===== src/rtl/tiny_ctrl_pkg.sv =====
// Shared control definitions for the instruction FSM and the vector load sequencer.
package tiny_ctrl_pkg;

    typedef enum logic [2:0] {
        VLS_IDLE  = 3'd0,
        VLS_READ  = 3'd1,
        VLS_DRAIN = 3'd2,
        VLS_SWAP  = 3'd3,
        VLS_DONE  = 3'd4
    } vls_state_t;

    localparam logic TGT_LEFT = 1'b0;
    localparam logic TGT_TOP  = 1'b1;

endpackage


===== src/rtl/stride_addr_gen.sv =====
// Strided DPRAM address generator: loadable base, add-stride advance,
// element counter with a last-element flag.
module stride_addr_gen #(
    parameter int unsigned AW    = 10,
    parameter int unsigned CW    = 3,
    parameter int unsigned COUNT = 8
) (
    input  logic          clk,
    input  logic          rst,
    input  logic          load,
    input  logic          advance,
    input  logic [AW-1:0] base,
    input  logic [AW-1:0] stride,
    output logic [AW-1:0] addr,
    output logic [CW-1:0] cnt,
    output logic          last_c
);

    // Address wraps modulo 2^AW by natural truncation of the sum.
    always_ff @(posedge clk) begin
        if (rst) begin
            addr <= '0;
            cnt  <= '0;
        end else if (load) begin
            addr <= base;
            cnt  <= '0;
        end else if (advance) begin
            addr <= addr + stride;
            cnt  <= cnt + CW'(1);
        end
    end

    assign last_c = (cnt == CW'(COUNT - 1));

endmodule


===== src/rtl/vector_load_sequencer.sv =====
// Streams one MATRIX_SIZE-element vector from the DPRAM into the left or top
// systolic input buffer, then optionally pulses that buffer's swap.
module vector_load_sequencer
    import tiny_ctrl_pkg::*;
#(
    parameter int unsigned DATA_WIDTH    = 8,
    parameter int unsigned MATRIX_SIZE   = 8,
    parameter int unsigned ADDR_WIDTH    = $clog2(MATRIX_SIZE),
    parameter int unsigned DP_ADDR_WIDTH = 10
) (
    input  logic                     clk,
    input  logic                     rst,
    input  logic                     start,
    input  logic                     target,
    input  logic [DP_ADDR_WIDTH-1:0] base_addr,
    input  logic [DP_ADDR_WIDTH-1:0] stride,
    input  logic                     swap_after,
    output logic                     busy,
    output logic                     done,
    output logic [DP_ADDR_WIDTH-1:0] ram_addr,
    input  logic [DATA_WIDTH-1:0]    ram_dout,
    output logic                     load_en_left,
    output logic                     load_en_top,
    output logic [ADDR_WIDTH-1:0]    buf_addr,
    output logic [DATA_WIDTH-1:0]    buf_data,
    output logic                     swap_left,
    output logic                     swap_top
);

    vls_state_t               state_q;
    vls_state_t               state_d;
    logic                     tgt_q;
    logic                     swap_q;
    logic [DP_ADDR_WIDTH-1:0] stride_q;
    logic [ADDR_WIDTH-1:0]    cnt;
    logic                     last_c;
    logic                     accept_c;
    logic                     advance_c;
    logic                     busy_d;
    logic                     done_d;
    logic                     swap_left_d;
    logic                     swap_top_d;
    logic                     load_en_left_d;
    logic                     load_en_top_d;

    assign accept_c  = (state_q == VLS_IDLE) && start;
    assign advance_c = (state_q == VLS_READ) && !last_c;

    stride_addr_gen #(
        .AW    (DP_ADDR_WIDTH),
        .CW    (ADDR_WIDTH),
        .COUNT (MATRIX_SIZE)
    ) u_addr_gen (
        .clk     (clk),
        .rst     (rst),
        .load    (accept_c),
        .advance (advance_c),
        .base    (base_addr),
        .stride  (stride_q),
        .addr    (ram_addr),
        .cnt     (cnt),
        .last_c  (last_c)
    );

    // State register plus the command fields latched at accept.
    always_ff @(posedge clk) begin
        if (rst) begin
            state_q  <= VLS_IDLE;
            tgt_q    <= TGT_LEFT;
            swap_q   <= 1'b0;
            stride_q <= '0;
        end else begin
            state_q <= state_d;
            if (accept_c) begin
                tgt_q    <= target;
                swap_q   <= swap_after;
                stride_q <= stride;
            end
        end
    end

    // Outputs are decoded from the next state so the registered copies line up
    // with the state they describe; write enables trail READ by one cycle to
    // absorb the DPRAM read latency.
    always_comb begin
        state_d        = state_q;
        busy_d         = 1'b0;
        done_d         = 1'b0;
        swap_left_d    = 1'b0;
        swap_top_d     = 1'b0;
        load_en_left_d = 1'b0;
        load_en_top_d  = 1'b0;

        unique case (state_q)
            VLS_IDLE:  if (start) state_d = VLS_READ;
            VLS_READ:  if (last_c) state_d = VLS_DRAIN;
            VLS_DRAIN: state_d = swap_q ? VLS_SWAP : VLS_DONE;
            VLS_SWAP:  state_d = VLS_DONE;
            VLS_DONE:  state_d = VLS_IDLE;
            default:   state_d = VLS_IDLE;
        endcase

        busy_d         = (state_d != VLS_IDLE);
        done_d         = (state_d == VLS_DONE);
        swap_left_d    = (state_d == VLS_SWAP) && (tgt_q == TGT_LEFT);
        swap_top_d     = (state_d == VLS_SWAP) && (tgt_q == TGT_TOP);
        load_en_left_d = (state_q == VLS_READ) && (tgt_q == TGT_LEFT);
        load_en_top_d  = (state_q == VLS_READ) && (tgt_q == TGT_TOP);
    end

    always_ff @(posedge clk) begin
        if (rst) begin
            busy         <= 1'b0;
            done         <= 1'b0;
            swap_left    <= 1'b0;
            swap_top     <= 1'b0;
            load_en_left <= 1'b0;
            load_en_top  <= 1'b0;
            buf_addr     <= '0;
        end else begin
            busy         <= busy_d;
            done         <= done_d;
            swap_left    <= swap_left_d;
            swap_top     <= swap_top_d;
            load_en_left <= load_en_left_d;
            load_en_top  <= load_en_top_d;
            if (state_q == VLS_READ) buf_addr <= cnt;
        end
    end

    assign buf_data = ram_dout;

endmodule

===== config.mk =====
export PLATFORM = sky130hd
export DESIGN_NAME = vector_load_sequencer
export DESIGN_NICKNAME = d
export VERILOG_FILES = /design/src/rtl/tiny_ctrl_pkg.sv /design/src/rtl/stride_addr_gen.sv /design/src/rtl/vector_load_sequencer.sv
export SDC_FILE = /design/constraint.sdc
export NUM_CORES = 1
export LEC_CHECK = 0
export ABC_AREA = 1
export CAP_MARGIN = 5
export CORE_ASPECT_RATIO = 0.8
export CORE_MARGIN = 3
export CORE_UTILIZATION = 46
export CTS_CLUSTER_DIAMETER = 50
export DETAILED_ROUTE_END_ITERATION = 8
export GPL_TIMING_DRIVEN = 0
export MAX_ROUTING_LAYER = met4
export PLACE_DENSITY = 0.87
export SYNTH_ARGS = -nofsm -noshare
export SYNTH_HDL_FRONTEND = slang
export SYNTH_HIERARCHICAL = 1
export SYNTH_SLANG_ARGS = --single-unit
export TNS_END_PERCENT = 5

===== constraint.sdc =====
create_clock -name clk -period 1.96 [get_ports clk]
set_input_delay 0.196 -clock clk [delete_from_list [all_inputs] [get_ports clk]]
set_output_delay 0.196 -clock clk [all_outputs]
set_load 0.1 [all_outputs]

==> results_dict.tcl <==
set metrics [dict create \
    outcome "finished, final reports clean" \
    synthFlopType "dfxtp_1" \
    yosysTopAreaCell "dfxtp_1" \
    clk_pin_slew_ns 0.07 \
    grt_usage 0.1909 \
    yosys.cell_count.top_type "nand2_1" \
    drt-pass1-iter-count 4 \
    crit_family "buffers and inverters" \
    layout.nets 357 \
    dp_hpwl_um 3321 \
    tightest_slew_ns 0.9782 \
    layout-drive-gt1-share 0.1470 \
    hp-start "rst" \
    synth_common_cells "nand2_1 (54), dfxtp_1 (37), nor2_1 (32)" \
    use_met2 0.2991 \
    fmax_mhz 520.9 \
    via_per_inst 4.981 \
    rows 20 \
    ys_seq_area_frac 0.3834 \
    setup_violations 0 \
    arrival_ns 1.72 \
    cts_max_level 2 \
    grt_util_met3 0.04507 \
    worst-setup-path-type "reg -> out" \
    maxCapViolCount 0 \
    synthToLayoutAreaGrowth_pct 35.23 \
    cts.hold.buffers_added 0 \
    cts_tree "built" \
    cts_buffers 5 \
    worst_path_largest_cell_delay_ns 1.12 \
    synth_top_area_share 0.3834 \
    p_leak_nw 1.301 \
    post-route-period-util 0.9794 \
    wl_per_cell_um 12.03 \
    clk_path_buf_depth 2 \
    synth.distinct_cells 35 \
    num_io_pins 60 \
    busiest_layer "met2" \
    wirelength_um 4426 \
    first_iter_violations 139 \
    grt_pass1_vias 1694 \
    hold_class "in -> reg" \
    yosys-top-cells-area "dfxtp_1 (38%), nand2_1 (10%), ha_1 (7.1%), nor2_1 (6.2%), nand3_1 (4.4%)" \
    synthCells 255 \
    crit_path_top_delay_cell "clkdlybuf4s50_1" \
    crit_chain "clkdlybuf4s50_1" \
    hold_viol 0 \
    cp.required_ns 1.76 \
    grt_pass1_wl_um 7472 \
    vias 1833 \
    io_buffers 50 \
    ys_warn_count 6 \
    overflow 0 \
    setup_slack_ns 0.04040 \
    p_total_mw 2.077 \
    synthArstFlopShare 0 \
    die_h_um 63.97 \
    min_period_ns 1.920 \
    die-width_um 78.46 \
    cp_max_fo 1 \
    clk_latency_ns 0.29 \
    r2r-start "u_addr_gen/cnt[0]$_SDFFE_PP0P_" \
    p_per_area_nw_per_um2 795.1 \
    slew_violations 0 \
    ys_seq_elements 37 \
    gp_congestion 0.8792 \
    finClkSkew_ns 0.005297 \
    root_buffer "clkbuf_8" \
    antenna_left 0 \
    grt_max_degree 14 \
    avgSynthCellArea_um2 7.576 \
    synth_edf_count 0 \
    synthesis.area_um2 1932 \
    synth_nets 300 \
    drc 0 \
    coreArea_um2 3929 \
    cp-end-kind "output port" \
    use_met1 0.2381 \
    slew_headroom 0.3468 \
    cts_setup_buffers 0 \
    antenna_found_initial 0 \
    cp-start-kind "flop" \
    ir_drop_mv 0.4628 \
    path_buf_inv 1 \
    die-area_um2 5018 \
    antenna_cells 0 \
    rsz0062_at_grt "no" \
    clock_sinks 37 \
    cp-startpoint "load_en_left$_SDFF_PP0_" \
    initial_utilization 0.4917 \
    pre_cts_ws_ns 0.2051 \
]
cell families (layout without fill, tap and decap cells):
logic type / count (synthesis) / after routing / synth area share
adder cells (fa/ha/maj): 12 / 12 / 0.08161
XOR/XNOR: 3 / 3 / 0.01360
buffers and inverters: 35 / 93 / 0.1004
AND/OR/NAND/NOR: 127 / 127 / 0.2999
AO/OA/AOI/OAI: 41 / 41 / 0.1211
flip-flops: 37 / 37 / 0.3834
stage by stage:
stage                     cells  TNS [ns]    util  instance area, um^2  hold WS, ns
after floorplan             255  -0.02921       -                 1942       0.3417
after global placement      360         0  0.6392                 2511       0.4384
after detailed placement    360         0  0.6392                 2511       0.4424
after CTS                   368         0  0.6618                 2600       0.1795
after global routing        368         0  0.6650                 2613       0.1973
final                       368         0  0.6650                 2613       0.1911
final timing paths:
| check | slack (ns) | to | depth (start not counted) |
|---|---|---|---|
| worst max-delay path | 0.04 | load_en_left | 1 |
| worst min register to register | 0.45 | swap_left$_SDFF_PP0_ | 1 |
| worst min-delay path | 0.19 | state_q[1]$_SDFF_PP0_ | 2 |
| worst max register to register | 0.20 | u_addr_gen/addr[5]$_SDFFE_PP0P_ | 8 |
flip-flops by register name (all words and copies together) (netlist names):
signal           cells
load_en_top          1
u_addr_gen/cnt       3
stride_q            10
done                 1
load_en_left         1
buf_addr             3
tgt_q                1
u_addr_gen/addr     10
state_q              3
swap_left            1
busy                 1
swap_top             1
swap_q               1
cell usage in the layout (no fill, tap or decap), types with 2 or more instances in the layout:
cell | netlist | routed
nor3_1 | 6 | 6
o21ai_0 | 7 | 7
a21oi_2 | 2 | 2
or2_2 | 3 | 3
nor2_1 | 32 | 32
nand2_1 | 54 | 54
dfxtp_1 | 37 | 29
dlygate4sd2_1 | 0 | 10
buf_2 | 2 | 2
a22oi_1 | 5 | 5
nand2_2 | 2 | 2
xor2_1 | 2 | 2
dfxtp_2 | 0 | 8
ha_1 | 11 | 11
o21ai_1 | 8 | 8
clkbuf_8 | 0 | 7
a21oi_1 | 14 | 14
nor2_2 | 5 | 5
dlymetal6s2s_1 | 0 | 5
nand3b_1 | 4 | 4
inv_1 | 18 | 18
a31oi_1 | 3 | 3
clkdlybuf4s50_1 | 0 | 35
nand3_1 | 17 | 17
buf_4 | 8 | 8
power by group:
group / internal (mW) / leakage [nW] / switching (mW) / total (mW)
Clock: 0.318 / 0.0542 / 0.265 / 0.583
Sequential: 0.806 / 0.307 / 0.0357 / 0.842
Combinational: 0.204 / 0.940 / 0.448 / 0.653
Total: 1.33 / 1.30 / 0.750 / 2.08
metal layers:
metal | part of all wire | routed length, um | vias up
met3 | 0.076 | 337 | 8
met2 | 0.47 | 2067 | 78
met5 | 0 | 0 | -
met4 | 0.018 | 80 | 0
met1 | 0.44 | 1941 | 804
li1 | - | - | 943
layout make-up:
class	instances	area, um^2
multi-input cells	183	997.2
repair buffers	50	500.5
fillers	336	1316
plain buffers	14	112.6
clock buffers	7	96.34
well taps	55	68.82
flip-flops and latches	37	750.7
clock inverters	1	5.005
inverters	21	81.33
worst register-to-register path: stages (launching register included):
cell	delay [ns]
dfxtp_1	0.34
ha_1	0.21
ha_1	0.18
nand3b_1	0.18
inv_1	0.15
inv_1	0.17
nor2_8	0.19
nand3_1	0.12
a21oi_1	0.14
timing repair:
item,in CTS,in global routing
endpoints found under the setup margin,10,5
resized for setup,10,5
endpoints found under the hold margin,0,0
Note: power is estimated with default switching activity, not from simulation.
